===== src/rtl/bsg_async_fifo_wr_arb_pkg.sv =====
// Shared types and helpers for the async-FIFO write-side arbiter.
// Contents: state_e (arbiter state), tag_width() (requester-id field width,
// never below 1 bit).
package bsg_async_fifo_wr_arb_pkg;

    typedef enum logic {
        e_idle = 1'b0,
        e_lock = 1'b1
    } state_e;

    // Width of a requester id; a single requester still gets a 1-bit field.
    function automatic int unsigned tag_width(input int unsigned n);
        return (n <= 1) ? 1 : $clog2(n);
    endfunction

endpackage


===== src/rtl/bsg_arb_rr_pick.sv =====
// Combinational rotate-priority picker.
// Ports:
//   reqs_i  request vector
//   ptr_i   highest-priority index; scan runs ptr_i, ptr_i+1, ... wrapping
//   v_o     some request present
//   id_o    index of the chosen request (0 when v_o=0)
module bsg_arb_rr_pick
    import bsg_async_fifo_wr_arb_pkg::*;
#(
    parameter int unsigned reqs_p = 4
) (
    input  logic [reqs_p-1:0]                 reqs_i,
    input  logic [tag_width(reqs_p)-1:0]      ptr_i,
    output logic                              v_o,
    output logic [tag_width(reqs_p)-1:0]      id_o
);

    localparam int unsigned tag_width_lp = tag_width(reqs_p);

    int unsigned idx;

    // Scan from the lowest priority upward so the last hit is the winner.
    always_comb begin
        v_o  = 1'b0;
        id_o = '0;
        idx  = 0;
        for (int unsigned i = 0; i < reqs_p; i++) begin
            idx = 32'(ptr_i) + (reqs_p - 1 - i);
            if (idx >= reqs_p) begin
                idx = idx - reqs_p;
            end
            if (reqs_i[tag_width_lp'(idx)]) begin
                v_o  = 1'b1;
                id_o = tag_width_lp'(idx);
            end
        end
    end

endmodule


===== src/rtl/bsg_async_fifo_wr_arb.sv =====
// Round-robin write-side arbiter feeding one bsg_async_fifo enqueue port.
// Packets framed by last_i are never interleaved: the grant locks to the
// winner until its last beat. The winner id rides in the top bits of the
// FIFO word.
// Ports:
//   clk_i, reset_i     FIFO write clock, synchronous active-high reset
//   v_i, data_i, last_i, ready_o   per-requester valid/ready beat interface
//   w_enq_o, w_data_o, w_full_i    FIFO enqueue side
//   lock_v_o, lock_id_o            packet-in-progress status
//   stall_cnt_o        only with BSG_ASYNC_FIFO_WR_ARB_STALL_CNT_EN defined:
//                      saturating count of cycles with any valid while full
module bsg_async_fifo_wr_arb
    import bsg_async_fifo_wr_arb_pkg::*;
#(
    parameter int unsigned reqs_p       = 4,
    parameter int unsigned data_width_p = 8
) (
    input  logic                                          clk_i,
    input  logic                                          reset_i,
    input  logic [reqs_p-1:0]                             v_i,
    input  logic [reqs_p*data_width_p-1:0]                data_i,
    input  logic [reqs_p-1:0]                             last_i,
    output logic [reqs_p-1:0]                             ready_o,
    output logic                                          w_enq_o,
    output logic [data_width_p+tag_width(reqs_p)-1:0]     w_data_o,
    input  logic                                          w_full_i,
`ifdef BSG_ASYNC_FIFO_WR_ARB_STALL_CNT_EN
    output logic [31:0]                                   stall_cnt_o,
`endif
    output logic                                          lock_v_o,
    output logic [tag_width(reqs_p)-1:0]                  lock_id_o
);

    localparam int unsigned tag_width_lp = tag_width(reqs_p);

    state_e                   state_q, state_d;
    logic [tag_width_lp-1:0]  ptr_q, ptr_d;
    logic [tag_width_lp-1:0]  lock_id_q, lock_id_d;

    logic                     pick_v;
    logic [tag_width_lp-1:0]  pick_id;
    logic                     grant_v;
    logic [tag_width_lp-1:0]  grant_id;
    logic [data_width_p-1:0]  grant_data;

    bsg_arb_rr_pick #(.reqs_p(reqs_p)) pick (
        .reqs_i (v_i),
        .ptr_i  (ptr_q),
        .v_o    (pick_v),
        .id_o   (pick_id)
    );

    // While locked the owner keeps the grant even when it bubbles.
    assign grant_v  = (state_q == e_lock) ? 1'b1 : pick_v;
    assign grant_id = (state_q == e_lock) ? lock_id_q : pick_id;

    // Grant decode, payload mux and next-state logic.
    always_comb begin
        ready_o    = '0;
        grant_data = '0;
        state_d    = state_q;
        ptr_d      = ptr_q;
        lock_id_d  = lock_id_q;

        for (int unsigned r = 0; r < reqs_p; r++) begin
            if (grant_id == tag_width_lp'(r)) begin
                ready_o[r] = grant_v & ~w_full_i & ~reset_i;
                grant_data = data_i[r*data_width_p +: data_width_p];
            end
        end

        w_enq_o = |(ready_o & v_i);

        if (w_enq_o) begin
            if (last_i[grant_id]) begin
                state_d   = e_idle;
                lock_id_d = '0;
                ptr_d     = (grant_id == tag_width_lp'(reqs_p - 1))
                          ? '0 : grant_id + tag_width_lp'(1);
            end else begin
                state_d   = e_lock;
                lock_id_d = grant_id;
            end
        end
    end

    assign w_data_o  = {grant_id, grant_data};
    assign lock_v_o  = (state_q == e_lock);
    assign lock_id_o = lock_id_q;

    always_ff @(posedge clk_i) begin
        if (reset_i) begin
            state_q   <= e_idle;
            ptr_q     <= '0;
            lock_id_q <= '0;
        end else begin
            state_q   <= state_d;
            ptr_q     <= ptr_d;
            lock_id_q <= lock_id_d;
        end
    end

`ifdef BSG_ASYNC_FIFO_WR_ARB_STALL_CNT_EN
    logic [31:0] stall_cnt_q, stall_cnt_d;

    always_comb begin
        stall_cnt_d = stall_cnt_q;
        if ((|v_i) && w_full_i && (stall_cnt_q != '1)) begin
            stall_cnt_d = stall_cnt_q + 32'd1;
        end
    end

    always_ff @(posedge clk_i) begin
        if (reset_i) begin
            stall_cnt_q <= '0;
        end else begin
            stall_cnt_q <= stall_cnt_d;
        end
    end

    assign stall_cnt_o = stall_cnt_q;
`endif

`ifndef SYNTHESIS
    always_ff @(posedge clk_i) begin
        if (!reset_i) begin
            assert ($onehot0(ready_o));
            assert (!(w_enq_o && w_full_i));
            for (int unsigned r = 0; r < reqs_p; r++) begin
                assert (!((state_q == e_lock) && ready_o[r]
                          && (lock_id_q != tag_width_lp'(r))));
            end
        end
    end
`endif

endmodule

===== config.mk =====
export PLATFORM = sky130hd
export DESIGN_NAME = bsg_async_fifo_wr_arb
export DESIGN_NICKNAME = d
export VERILOG_FILES = /design/src/rtl/bsg_async_fifo_wr_arb_pkg.sv /design/src/rtl/bsg_arb_rr_pick.sv /design/src/rtl/bsg_async_fifo_wr_arb.sv
export SDC_FILE = /design/constraint.sdc
export NUM_CORES = 1
export LEC_CHECK = 0
export ABC_AREA = 1
export BUFFER_PORTS_ARGS = -buffer_cell sky130_fd_sc_hd__buf_4
export CAP_MARGIN = 0
export CORE_MARGIN = 3
export CORE_UTILIZATION = 43
export DETAILED_ROUTE_END_ITERATION = 12
export HOLD_SLACK_MARGIN = 0.1
export PLACE_DENSITY_LB_ADDON = 0.08
export SYNTH_ARGS = -nofsm -noshare
export SYNTH_HDL_FRONTEND = slang
export SYNTH_SLANG_ARGS = --single-unit

===== constraint.sdc =====
create_clock -name clk_i -period 5.6 [get_ports clk_i]
set_input_delay 0.56 -clock clk_i [delete_from_list [all_inputs] [get_ports clk_i]]
set_output_delay 0.56 -clock clk_i [all_outputs]
set_load 0.03 [all_outputs]

# After elaboration in Yosys (flattened, before gate mapping)
# Index checks and enable logic that the tools add are counted.
[op_classes]
n_addsub = 8
magnitude_cmp = 9
n_eq_ne = 3
mux = 35
bitwise_logic = 5
reduce_logical = 3
[ops]
columns = ["cell", "count"]
rows = [
  ["2-to-1 mux 8 bit", 4],
  ["2-to-1 mux 2 bit", 11],
  ["< comparator 2 x 3 -> 1 bit (second input constant)", 5],
  ["2-to-1 mux 1 bit", 15],
  ["binary-select mux 1 bit (select 2 bit)", 5],
  ["greater-or-equal comparator 3 bit (second input constant)", 3],
  ["subtractor 2 x 1 -> 2 bit (second input constant)", 4],
  ["adder 2 x 2 -> 3 bit (second input constant)", 2],
  ["bitwise AND 4 bit", 1],
  ["== test 2 bit (second input constant)", 2],
  ["OR reduction 4 bit", 1],
  ["adder 2 x 1 -> 3 bit (second input constant)", 1],
  ["greater-or-equal comparator 2 x 3 -> 1 bit (second input constant)", 1],
  ["adder 2 x 1 -> 2 bit (second input constant)", 1],
  ["bitwise AND 1 bit", 2],
  ["== test 2 x 1 -> 1 bit (second input constant)", 1],
  ["zero test 2 bit", 1],
  ["inverter 1 bit", 2],
  ["AND reduction 2 bit", 1],
]
[totals]
ff_bits = 5
inputBits = 43
out_inout_bits = 18

# Longest topological paths before layout
[depth]
ltp_word = 16
depth_mapped = 21
depth_no_buf = 20

# Cells and area by module
# A second synthesis with hierarchy kept.
[unflattened]
cells_unflattened = 173
area_unflattened_um2 = 907.1
[modules_own_cells]
columns = ["module", "n_inst", "cells_each", "area_each_um2", "seq_area_each_um2"]
rows = [
  ["bsg_async_fifo_wr_arb", 1, 127, 694.4, 100.1],
  ["bsg_arb_rr_pick", 1, 46, 212.7, 0.0],
]

# Worst setup path before layout
# No wires, ideal clock.
[synth_path]
path_kind = "input to output"
from = "in v_i[3]"
to = "out w_data_o[0]"
arrival_time_ns = 3.112
setup_slack_ns = 1.928
cell_stages = 12
n_path_buf = 1
path_cell_list = "inv_1 o21ai_1 nand2_1 nand3_1 nor2_1 o21ai_2 inv_2 ha_1 clkbuf_1 nor2_1 a221oi_1 o31ai_1"
[synth_via]
elab_chain_len = 12
elab_cells_between_ends = 21
cone_classes = "eq/ne (3); mux (17); reduce/logical (1)"
[synth_lines]
columns = ["item", "line", "source"]
rows = [
  ["start, declared", "bsg_async_fifo_wr_arb.sv:20", "input logic [reqs_p-1:0] v_i,"],
  ["binary-select mux 1 bit (select 2 bit)", "bsg_arb_rr_pick.sv:32", "if (reqs_i[tag_width_lp'(idx)]) begin"],
  ["2-to-1 mux 1 bit (not written as such)", "bsg_arb_rr_pick.sv:32", ""],
  ["2-to-1 mux 2 bit (3 in series)", "bsg_arb_rr_pick.sv:32", ""],
  ["2-to-1 mux 2 bit (*)", "bsg_arb_rr_pick.sv:32", ""],
  ["2-to-1 mux 2 bit (*)", "bsg_async_fifo_wr_arb.sv:55", "assign grant_id = (state_q == e_lock) ? lock_id_q : pick_id;"],
  ["via w_data_o[9]", "bsg_async_fifo_wr_arb.sv:25", "output logic [data_width_p+tag_width(reqs_p)-1:0] w_data_o,"],
  ["zero test 2 bit", "bsg_async_fifo_wr_arb.sv:66", "if (grant_id == tag_width_lp'(r)) begin"],
  ["2-to-1 mux 8 bit (3 in series)", "bsg_async_fifo_wr_arb.sv:66", ""],
  ["2-to-1 mux 8 bit (*)", "bsg_async_fifo_wr_arb.sv:66", ""],
  ["end, declared", "bsg_async_fifo_wr_arb.sv:25", ""],
]
# The timed path passes the listed nets; every way through them passes the cells marked *. The select of a mux whose other input is x is not followed.

# Worst setup path in the final report
[layout_path]
from = "reg ptr_q[0]"
to = "out w_data_o[6]"
[layout_via]
elab_chain_len = 15
elab_cells_between_ends = 36
cone_classes = "add/sub (7); order compare (4); eq/ne (3); mux (21); reduce/logical (1)"
[layout_lines]
columns = ["item", "line", "source"]
rows = [
  ["start, declared", "bsg_async_fifo_wr_arb.sv:37", "logic [tag_width_lp-1:0] ptr_q, ptr_d;"],
  ["start signal, assigned", "bsg_async_fifo_wr_arb.sv:98", "ptr_q <= ptr_d;"],
  ["adder 2 x 2 -> 3 bit", "bsg_arb_rr_pick.sv:28", "idx = 32'(ptr_i) + (reqs_p - 1 - i);"],
  ["greater-or-equal comparator 3 bit or subtractor 2 x 1 -> 2 bit (tied branches)", "bsg_arb_rr_pick.sv:29, bsg_arb_rr_pick.sv:30", ""],
  ["2-to-1 mux 2 bit", "bsg_arb_rr_pick.sv:29", "if (idx >= reqs_p) begin"],
  ["binary-select mux 1 bit (select 2 bit)", "bsg_arb_rr_pick.sv:32", ""],
  ["2-to-1 mux 1 bit (not written as such)", "bsg_arb_rr_pick.sv:32", ""],
  ["2-to-1 mux 2 bit (3 in series)", "bsg_arb_rr_pick.sv:32", ""],
  ["2-to-1 mux 2 bit (*)", "bsg_arb_rr_pick.sv:32", ""],
  ["2-to-1 mux 2 bit (*)", "bsg_async_fifo_wr_arb.sv:55", ""],
  ["zero test 2 bit", "bsg_async_fifo_wr_arb.sv:66", ""],
  ["2-to-1 mux 8 bit (3 in series)", "bsg_async_fifo_wr_arb.sv:66", ""],
  ["2-to-1 mux 8 bit (*)", "bsg_async_fifo_wr_arb.sv:66", ""],
]
# Mark *: on every way between the ends. The rest lies on a longest branch, timed or not. The select of a mux whose other input is x is not followed.

==> impl_metrics.tcl <==
set metrics [dict create \
    worst_slack_ps 1810 \
    fmaxAchievable_mhz 264 \
    place_hpwl_um 2290 \
    clockBufferDepth 2 \
    grt_max_degree 18 \
    met2_usage_pct 39.0 \
    period_needed_ps 3790 \
    crit_type "register to primary output" \
    final_nets 251 \
    post_drt_wl_per_cell_um 11.8 \
    gr-total-overflow 0 \
    area_delta_synth_final_pct 57.8 \
    layout_commonest_cell "buf_4" \
    cts_resized 0 \
    gp_congestion 0.940 \
    core.rowCount 15 \
    drt-initial-drc-count 23 \
    finalSetupViolCount 0 \
    first_pass_iters 4 \
    cts_inserted_buffers 3 \
    seqCellArea_sq_um 100 \
    dp_cells 224 \
    use_met1_pct 25.6 \
    root_buffer "clkbuf_4" \
    critPathRequiredTime_ps 5040 \
    grt_pass1_vias 1030 \
    cts_max_level 1 \
    postSynthCellCount 144 \
    viasPerCell 4.96 \
    period_share_pct 67.7 \
    ys_top_cells_by_area "nand2_1, dfxtp_1, nor2_1" \
    crit_path_cell_trace "inv_1, nand2_1, nand2_1, o21ai_0, inv_1, nand3_1, nand3_2, nand2_2, inv_1, ha_1, nor2_1, a221oi_1, o31ai_1, buf_4" \
    cpPeakStageDelay_ps 540 \
    wirelength_um 2690 \
    clkSinkCount 5 \
    busiest_layer "met2" \
    met3_usage_pct 3.63 \
    r2r_slack_ps 2580 \
    ioPinCount 61 \
    skew_ps 7.77 \
    final_antenna_net_count 0 \
    final_cells 228 \
    core_sq_um 1780 \
    n_antenna_cell 0 \
    cpMaxStageDelayCell "dfxtp_1" \
    worstSkewPairLatency_ps 240 \
    slew_violations 0 \
    mostFrequentLayoutCells "buf_4, nand2_1, nor2_1" \
    yosysSeqAreaShare_pct 12.0 \
    postSynthAreaPerCell_sq_um 5.77 \
    slew_headroom_pct 64.4 \
    die_area_sq_um 2500 \
    hold_violations 0 \
    drive_gt1_share_pct 38.4 \
    clkTransAtPathRegs_ps 50 \
    hold_buffers 0 \
    status "completed" \
    fill_cells 158 \
    dp_slack_ps 2070 \
    rsz0062_at_grt "false" \
    crit_path_end_kind "primary output" \
    post_cts_buffers 0 \
    crit_top_cell "inv_1" \
    cp-start-kind "register" \
    synth_top_area_cell "nand2_1" \
    synth_nets 191 \
    grt_pass1_wl_um 4230 \
    finalSetupTns_ps 0 \
    worstMarginPinSlew_ps 535 \
    path_max_fanout 12 \
    netlist_area_sq_um 831 \
    arrival_ps 3230 \
    io_buffers 60 \
    hold_class "primary input to register" \
    ys_ff_latch 5 \
    antenna_found_initial 0 \
    grt_usage_pct 21.2 \
    fp.dieW_um 50.0 \
    cts_tree "built" \
    multi_input_area_sq_um 618 \
    drv_cap 0 \
    yosysUniqueCellTypes 27 \
    drc 0 \
    yosysTopAreaCellShare_pct 15.4 \
    die_h_um 50.0 \
    start_util_pct 46.6 \
    whs_ps 503 \
    yosysWarnings 0 \
    dr_total_vias 1131 \
]
## critical path, delay by kind of cell, from the launching register on
| family | cells | cell delay [ps] |
|---|---|---|
| flip-flops | 1 | 540 |
| buffers and inverters | 4 | 530 |
| AO/OA/AOI/OAI | 3 | 610 |
| adder cells (fa/ha/maj) | 1 | 330 |
| AND/OR/NAND/NOR | 6 | 970 |
## synthesized netlist by cell type
library cell and instances:
nor2_4 1, nand3_1 11, dfxtp_1 5, inv_1 19, nand3_2 3, clkinv_1 1
and3_1 1, nor2_2 1, o211ai_1 1, inv_4 1, buf_2 1, clkbuf_1 3
inv_2 1, o21ai_0 2, nand2_1 34, a21oi_2 1, o31ai_1 8, nand4_1 1
xnor2_1 1, o21ai_1 3, a21oi_1 4, o21ai_2 1, a221oi_1 8, nand2_2 6
nor2_1 21, ha_1 4, buf_6 1
## registers in the layout, summed over array words and instances, names as in the netlist
name       cells
lock_v_o       1
lock_id_o      2
ptr_q          2
## layer usage
layer | part of all wire (%) | wire length [um] | up-vias
met5 | 0 | 0 | -
met4 | 0.71 | 19 | 0
met3 | 4.5 | 121 | 2
met2 | 51 | 1380 | 41
met1 | 43 | 1160 | 493
li1 | - | - | 595
## stage by stage
step                      util (%)  cell area (sq um)
after detailed placement      72.1               1280
after global placement        72.1               1280
after CTS                     73.5               1310
after global routing          73.5               1310
after floorplan                  -                831
final                         73.5               1310
## cell type report
class	count	share of cell area, %
Multi-Input combinational cell	112	47.1
Timing Repair Buffer	60	34.4
Sequential cell	5	7.63
Inverter	22	6.49
Tap cell	25	2.39
Clock buffer	4	2.00
## final timing paths
check,start,endpoint,cells after the start
worst min-delay path,reset_i,lock_id_o[1],2
worst min register to register,lock_id_o[1],lock_id_o[1],2
worst max register to register,ptr_q[0],lock_id_o[1],19
worst max-delay path,ptr_q[0],w_data_o[6],14
## cells by family after synthesis
| logic type | Yosys count | synth area share, % |
|---|---|---|
| AO/OA/AOI/OAI | 28 | 24.1 |
| XOR/XNOR | 1 | 1.05 |
| adder cells (fa/ha/maj) | 4 | 6.02 |
| buffers and inverters | 27 | 13.6 |
| flip-flops | 5 | 12.0 |
| AND/OR/NAND/NOR | 79 | 43.2 |
Power is left out: the tool's default activity adds up to more than one toggle a clock period on the data nets, which glitch-free logic cannot reach.
